[src/rtl/pipe_hazard_ctrl_if.sv]
// Hazard information from the ID/EX/MEM stages and the hold/clear controls
// returned to the pipeline registers. The pipeline side is the master.
interface pipe_hazard_ctrl_if #(
    parameter int WIDTH_REGMARK = 5
);
    logic [WIDTH_REGMARK-1:0] id_rs1;
    logic [WIDTH_REGMARK-1:0] id_rs2;
    logic                     id_rs1_used;
    logic                     id_rs2_used;
    logic [WIDTH_REGMARK-1:0] ex_RegWr;
    logic                     ex_RegWe;
    logic                     ex_is_load;
    logic                     ex_branch_taken;
    logic                     mem_req;
    logic                     mem_ack;

    logic                     pc_stall;
    logic                     ifid_stall;
    logic                     ifid_flush;
    logic                     idex_stall;
    logic                     idex_flush;
    logic                     exmem_stall;
    logic                     memwb_flush;
    logic [1:0]               hz_state;
    logic                     mem_err;
    logic [31:0]              stall_cycles;
    logic [31:0]              flush_count;

    modport master (
        output id_rs1, id_rs2, id_rs1_used, id_rs2_used,
               ex_RegWr, ex_RegWe, ex_is_load, ex_branch_taken,
               mem_req, mem_ack,
        input  pc_stall, ifid_stall, ifid_flush, idex_stall, idex_flush,
               exmem_stall, memwb_flush, hz_state, mem_err,
               stall_cycles, flush_count
    );

    modport slave (
        input  id_rs1, id_rs2, id_rs1_used, id_rs2_used,
               ex_RegWr, ex_RegWe, ex_is_load, ex_branch_taken,
               mem_req, mem_ack,
        output pc_stall, ifid_stall, ifid_flush, idex_stall, idex_flush,
               exmem_stall, memwb_flush, hz_state, mem_err,
               stall_cycles, flush_count
    );
endinterface

[src/rtl/pipe_hazard_ctrl.sv]
// Stall/flush sequencer for the five-stage pipeline: load-use, taken branch
// and DRAM wait hazards. Define HAZARD_PERF_EN to build the perf counters.
module pipe_hazard_ctrl #(
    parameter int WIDTH_REGMARK = 5,
    parameter int MEM_TIMEOUT   = 15,
    parameter int WIDTH_WCNT    = 4
) (
    input  logic                clk,
    input  logic                rst_n,
    pipe_hazard_ctrl_if.slave   hz
);
    typedef enum logic [1:0] {
        ST_RUN     = 2'd0,
        ST_LDUSE   = 2'd1,
        ST_MEMWAIT = 2'd2,
        ST_FLUSH   = 2'd3
    } state_t;

    state_t                state_q, state_d;
    logic [WIDTH_WCNT-1:0] wait_cnt_q, wait_cnt_d;
    logic                  err_q, err_d;

    logic ldu, mwait, timeout;
    logic pc_stall_c, ifid_stall_c, ifid_flush_c, idex_stall_c;
    logic idex_flush_c, exmem_stall_c, memwb_flush_c;

    assign ldu = hz.ex_is_load & hz.ex_RegWe & (hz.ex_RegWr != '0) &
                 ((hz.id_rs1_used & (hz.id_rs1 == hz.ex_RegWr)) |
                  (hz.id_rs2_used & (hz.id_rs2 == hz.ex_RegWr)));
    assign mwait   = hz.mem_req & ~hz.mem_ack;
    assign timeout = (state_q == ST_MEMWAIT) &
                     (wait_cnt_q == WIDTH_WCNT'(MEM_TIMEOUT)) & ~hz.mem_ack;

    always_ff @(posedge clk or negedge rst_n) begin
        if (!rst_n) begin
            state_q    <= ST_RUN;
            wait_cnt_q <= '0;
            err_q      <= 1'b0;
        end else begin
            state_q    <= state_d;
            wait_cnt_q <= wait_cnt_d;
            err_q      <= err_d;
        end
    end

    always_comb begin
        state_d       = ST_RUN;
        wait_cnt_d    = '0;
        err_d         = err_q;
        pc_stall_c    = 1'b0;
        ifid_stall_c  = 1'b0;
        ifid_flush_c  = 1'b0;
        idex_stall_c  = 1'b0;
        idex_flush_c  = 1'b0;
        exmem_stall_c = 1'b0;
        memwb_flush_c = 1'b0;
        if (timeout) begin
            // Abort the DRAM wait: release everything and return to RUN.
            err_d = 1'b1;
        end else if (mwait) begin
            pc_stall_c    = 1'b1;
            ifid_stall_c  = 1'b1;
            idex_stall_c  = 1'b1;
            exmem_stall_c = 1'b1;
            memwb_flush_c = 1'b1;
            state_d       = ST_MEMWAIT;
            wait_cnt_d    = (state_q == ST_MEMWAIT) ? wait_cnt_q + 1'b1 : '0;
        end else if (hz.ex_branch_taken) begin
            ifid_flush_c = 1'b1;
            idex_flush_c = 1'b1;
            state_d      = ST_FLUSH;
        end else if (ldu && (state_q == ST_RUN || state_q == ST_FLUSH)) begin
            // LDUSE already put a bubble in EX, so a stalled ldu cannot re-fire.
            pc_stall_c   = 1'b1;
            ifid_stall_c = 1'b1;
            idex_flush_c = 1'b1;
            state_d      = ST_LDUSE;
        end
    end

    assign hz.pc_stall    = pc_stall_c    & rst_n;
    assign hz.ifid_stall  = ifid_stall_c  & rst_n;
    assign hz.ifid_flush  = ifid_flush_c  & rst_n;
    assign hz.idex_stall  = idex_stall_c  & rst_n;
    assign hz.idex_flush  = idex_flush_c  & rst_n;
    assign hz.exmem_stall = exmem_stall_c & rst_n;
    assign hz.memwb_flush = memwb_flush_c & rst_n;
    assign hz.hz_state    = state_q;
    assign hz.mem_err     = err_q;

`ifdef HAZARD_PERF_EN
    logic [31:0] stall_cycles_q, flush_count_q;

    always_ff @(posedge clk or negedge rst_n) begin
        if (!rst_n) begin
            stall_cycles_q <= '0;
            flush_count_q  <= '0;
        end else begin
            stall_cycles_q <= stall_cycles_q + {31'd0, pc_stall_c};
            flush_count_q  <= flush_count_q + {31'd0, ifid_flush_c};
        end
    end

    assign hz.stall_cycles = stall_cycles_q;
    assign hz.flush_count  = flush_count_q;
`else
    assign hz.stall_cycles = 32'd0;
    assign hz.flush_count  = 32'd0;
`endif
endmodule

[src/flat_wrapper.sv]
// flat-port wrapper written by rule: the top's interface ports become plain ports
module pipe_hazard_ctrl_flat 
#(
    parameter int WIDTH_REGMARK = 5,
    parameter int MEM_TIMEOUT   = 15,
    parameter int WIDTH_WCNT    = 4
)
  (clk, rst_n, hz_id_rs1, hz_id_rs2, hz_id_rs1_used, hz_id_rs2_used, hz_ex_RegWr, hz_ex_RegWe, hz_ex_is_load, hz_ex_branch_taken, hz_mem_req, hz_mem_ack, hz_pc_stall, hz_ifid_stall, hz_ifid_flush, hz_idex_stall, hz_idex_flush, hz_exmem_stall, hz_memwb_flush, hz_hz_state, hz_mem_err, hz_stall_cycles, hz_flush_count);
  pipe_hazard_ctrl_if #(.WIDTH_REGMARK(WIDTH_REGMARK)) hz_i ();
  input  logic clk;
  input  logic rst_n;
  input wire logic [$bits(hz_i.id_rs1)-1:0] hz_id_rs1;
  input wire logic [$bits(hz_i.id_rs2)-1:0] hz_id_rs2;
  input wire logic [$bits(hz_i.id_rs1_used)-1:0] hz_id_rs1_used;
  input wire logic [$bits(hz_i.id_rs2_used)-1:0] hz_id_rs2_used;
  input wire logic [$bits(hz_i.ex_RegWr)-1:0] hz_ex_RegWr;
  input wire logic [$bits(hz_i.ex_RegWe)-1:0] hz_ex_RegWe;
  input wire logic [$bits(hz_i.ex_is_load)-1:0] hz_ex_is_load;
  input wire logic [$bits(hz_i.ex_branch_taken)-1:0] hz_ex_branch_taken;
  input wire logic [$bits(hz_i.mem_req)-1:0] hz_mem_req;
  input wire logic [$bits(hz_i.mem_ack)-1:0] hz_mem_ack;
  output wire logic [$bits(hz_i.pc_stall)-1:0] hz_pc_stall;
  output wire logic [$bits(hz_i.ifid_stall)-1:0] hz_ifid_stall;
  output wire logic [$bits(hz_i.ifid_flush)-1:0] hz_ifid_flush;
  output wire logic [$bits(hz_i.idex_stall)-1:0] hz_idex_stall;
  output wire logic [$bits(hz_i.idex_flush)-1:0] hz_idex_flush;
  output wire logic [$bits(hz_i.exmem_stall)-1:0] hz_exmem_stall;
  output wire logic [$bits(hz_i.memwb_flush)-1:0] hz_memwb_flush;
  output wire logic [$bits(hz_i.hz_state)-1:0] hz_hz_state;
  output wire logic [$bits(hz_i.mem_err)-1:0] hz_mem_err;
  output wire logic [$bits(hz_i.stall_cycles)-1:0] hz_stall_cycles;
  output wire logic [$bits(hz_i.flush_count)-1:0] hz_flush_count;
  assign hz_i.id_rs1 = hz_id_rs1;
  assign hz_i.id_rs2 = hz_id_rs2;
  assign hz_i.id_rs1_used = hz_id_rs1_used;
  assign hz_i.id_rs2_used = hz_id_rs2_used;
  assign hz_i.ex_RegWr = hz_ex_RegWr;
  assign hz_i.ex_RegWe = hz_ex_RegWe;
  assign hz_i.ex_is_load = hz_ex_is_load;
  assign hz_i.ex_branch_taken = hz_ex_branch_taken;
  assign hz_i.mem_req = hz_mem_req;
  assign hz_i.mem_ack = hz_mem_ack;
  assign hz_pc_stall = hz_i.pc_stall;
  assign hz_ifid_stall = hz_i.ifid_stall;
  assign hz_ifid_flush = hz_i.ifid_flush;
  assign hz_idex_stall = hz_i.idex_stall;
  assign hz_idex_flush = hz_i.idex_flush;
  assign hz_exmem_stall = hz_i.exmem_stall;
  assign hz_memwb_flush = hz_i.memwb_flush;
  assign hz_hz_state = hz_i.hz_state;
  assign hz_mem_err = hz_i.mem_err;
  assign hz_stall_cycles = hz_i.stall_cycles;
  assign hz_flush_count = hz_i.flush_count;
  pipe_hazard_ctrl #(.WIDTH_REGMARK(WIDTH_REGMARK), .MEM_TIMEOUT(MEM_TIMEOUT), .WIDTH_WCNT(WIDTH_WCNT)) u_core (.clk(clk), .rst_n(rst_n), .hz(hz_i));
endmodule
[config.mk]
export PLATFORM = sky130hd
export DESIGN_NAME = pipe_hazard_ctrl_flat
export DESIGN_NICKNAME = d
export VERILOG_FILES = /design/src/rtl/pipe_hazard_ctrl_if.sv /design/src/rtl/pipe_hazard_ctrl.sv /design/src/flat_wrapper.sv
export SDC_FILE = /design/constraint.sdc
export NUM_CORES = 1
export LEC_CHECK = 0
export ABC_AREA = 1
export BUFFER_PORTS_ARGS = -buffer_cell sky130_fd_sc_hd__buf_2
export CORE_MARGIN = 2
export CORE_UTILIZATION = 40
export DETAILED_ROUTE_END_ITERATION = 8
export HOLD_SLACK_MARGIN = 0.08
export PLACE_DENSITY = 0.85
export SLEW_MARGIN = 20
export SYNTH_ARGS = -nofsm -noshare
export SYNTH_HDL_FRONTEND = slang
export SYNTH_SLANG_ARGS = --single-unit
[constraint.sdc]
create_clock -name clk -period 2.5 [get_ports clk]
set_input_delay 0.5 -clock clk [delete_from_list [all_inputs] [get_ports clk]]
set_output_delay 0.5 -clock clk [all_outputs]
set_load 0.1 [all_outputs]
==> results.py <==
metrics = {
    "clock_network": {
        "root_buffer": "clkbuf_4",
        "cts_setup_buffers": 0,
        "cts_buffers": 3,
        "clock_latency_ns": 0.26,
        "clock-sinks": 7,
        "cts_tree": "yes",
        "cts_resized": 0,
        "clk_path_buf_depth": 2,
        "htreeDepth": 1,
        "cts.reportedPaths.clkPinSlew_ns": 0.05,
    },
    "logic_synthesis": {
        "syn_area_um2": 1080,
        "synth_seq_area_share_pct": 16.2,
        "syn_avg_cell_area_um2": 6.54,
        "synth_top_area_cell": "buf_4",
        "synth_cell_types": 16,
        "synth.area.top_cells": "buf_4, dfrtp_1, nand2_1, inv_1, nor2_1",
        "ys_warn_count": 0,
        "synthCells": 165,
        "synth_top_area_share_pct": 46.6,
        "ys_ff_latch": 7,
    },
    "timing": {
        "slew_violations": 0,
        "rsz0062_at_grt": "true",
        "finalHoldViolCount": 0,
        "finClkSkew_ns": 0.00220,
        "fin_crit_sh_pct": 94.6,
        "holdWs_ns": 0.458,
        "finalSetupViolCount": 0,
        "fmax_mhz": 423,
        "period_needed_ns": 2.37,
    },
    "layout": {
        "multi_input_area_um2": 597,
        "final_common_cell": "conb_1",
        "drive_above_1_share_pct": 27.6,
        "finalNetCount": 226,
        "register_area_um2": 183,
        "final_cell_mix": "conb_1, nand2_1, buf_2, inv_1, nor2_1",
        "n_fill_cell": 271,
        "stdcell_area_um2": 1150,
        "syn_to_final_growth_pct": 6.60,
        "antenna_cells": 0,
    },
    "worst_setup_path": {
        "crit_path_end_kind": "output port",
        "crit_type": "reg2out",
        "timing.rr.end": "u_core.hz.mem_err$_DFFE_PN0P_",
        "r2r_cells": 6,
        "crit_required_ns": 2.00,
        "arrival_ns": 1.87,
        "cp_max_fo": 5,
        "regToRegSetupSlack_ns": 1.16,
        "reg2reg_from": "u_core.wait_cnt_q[0]$_DFF_PN0_",
        "cp-start-kind": "register",
    },
    "drt": {
        "wire_per_inst_um": 7.74,
        "viasPerCell": 3.66,
        "drt_iter0_drc": 15,
        "ant_nets": 0,
        "finalWirelength_um": 1770,
        "drt_pass1_iterations": 4,
        "drc": 0,
        "vias": 839,
    },
    "placed_design": {
        "portBuffers": 33,
        "hpwlAfterDp_um": 1600,
        "globalplace.congestion": 0.894,
        "placed_area_um2": 1110,
    },
    "power_and_ir_drop": {
        "power.leakage_nw": 0.765,
        "vdd.ir_drop.worst_v": 0.000496,
        "power-per-cell-area_nw_per_um2": 677,
    },
    "worst_hold_path": {
        "worstHoldEndpoint": "u_core.wait_cnt_q[0]$_DFF_PN0_",
        "holdCritStartpoint": "u_core.wait_cnt_q[0]$_DFF_PN0_",
        "whs_path_depth": 1,
        "min_path_type": "reg2reg",
    },
    "grt": {
        "grt_max_degree": 8,
        "grt_pass1_vias": 687,
        "grt_pass1_wl_um": 2780,
        "antenna_found_initial": 0,
        "gr-total-overflow": 0,
        "track_usage_pct": 10.9,
    },
    "die": {
        "die_y_um": 56.0,
        "die_area_um2": 3130,
        "core_area_um2": 2520,
        "initial_core_util_pct": 42.8,
        "ios": 98,
        "fp-row-count": 18,
        "die_w_um": 56.0,
    },
    "outcome": {
        "status": "finished, final reports clean",
    },
    "job": {
        "maxCapViolCount": 0,
    },
}
==> worst max-delay path by stage <==
| stage | depth (start not counted) | endpoint | startpoint |
|---|---|---|---|
| final | 7 | hz_memwb_flush | u_core.wait_cnt_q[0]$_DFF_PN0_ |
| after global routing | 7 | hz_memwb_flush | u_core.wait_cnt_q[0]$_DFF_PN0_ |
| after CTS | 7 | hz_memwb_flush | u_core.wait_cnt_q[0]$_DFF_PN0_ |
| after detailed placement | 7 | hz_memwb_flush | u_core.wait_cnt_q[0]$_DFF_PN0_ |
| after global placement | 7 | hz_exmem_stall | u_core.wait_cnt_q[0]$_DFF_PN0_ |
| after floorplan | 6 | hz_idex_stall | u_core.hz.hz_state[0]$_DFF_PN0_ |
==> area by class of cell <==
type,count,share of cell area (%)
Inverter,23,7.50
Multi-Input combinational cell,131,51.8
Tap cell,30,3.26
Timing Repair Buffer,34,19.1
Clock inverter,1,0.435
Sequential cell,7,15.9
Clock buffer,3,1.96
==> per-stage QoR <==
step                std cells  TNS (ns)  utilization, %  total power, mW  setup WS, ns
floorplan                 228    -0.631               -            0.717        -0.219
global placement          224         0            44.1            0.674         0.434
detailed placement        224         0            44.1            0.676         0.395
CTS                       229         0            45.6            0.783         0.109
global route              229   -0.0364            45.6            0.807       -0.0132
finish                    229         0            45.6            0.779         0.134
==> power by group <==
| group | switching (mW) | leakage (nW) | internal [mW] |
|---|---|---|---|
| logic | 0.513 | 0.656 | 0.0435 |
| clock network | 0.0447 | 0.0177 | 0.0585 |
| registers | 0.00253 | 0.0909 | 0.118 |
==> layer usage <==
layer | track usage (%) | up-vias | share of wire (%)
met3 | 3.26 | 2 | 12
met2 | 18.9 | 55 | 51
met5 | 0 | - | 0
met4 | 3.06 | 0 | 0.45
met1 | 13.2 | 350 | 37
li1 | - | 432 | -
==> critical path, stage by stage (launching register included) <==
cell and delay, ns:
dfrtp_1 0.39, ha_1 0.21, nand2_1 0.06, inv_1 0.05, nand4_1 0.15, inv_2 0.10, nor3_4 0.20, buf_2 0.45
==> synth_stat cells (all sizes together) <==
master,count
nor2,14
a21oi,3
nand3,4
conb,1
nor3,3
or2,1
ha,2
nand2,35
buf,67
dfrtp,7
inv,23
xor2,1
nand4,4
==> state kept, by name, indices dropped and copies added, names as in the netlist <==
register,flops
u_core.wait_cnt_q,4
u_core.hz.hz_state,2
u_core.hz.mem_err,1
==> kinds of logic (layout without fill, tap and decap cells) <==
family / Yosys count / in the layout / synth area share [%]
xor+xnor: 1 / 1 / 0.811
other cells: 1 / 64 / 0.347
compound gates: 3 / 3 / 1.39
simple gates: 61 / 61 / 24.3
buf+inv: 90 / 61 / 54.6
fa+ha+maj: 2 / 2 / 2.32
flops: 7 / 7 / 16.2
==> timing repair <==
| item | 4_1_cts | 5_1_grt |
|---|---|---|
| setup endpoints to repair | 0 | 3 |
| endpoints found under the hold margin | 7 | 0 |
| hold buffers | 1 | 0 |
Note: power is estimated with default switching activity, not from simulation.
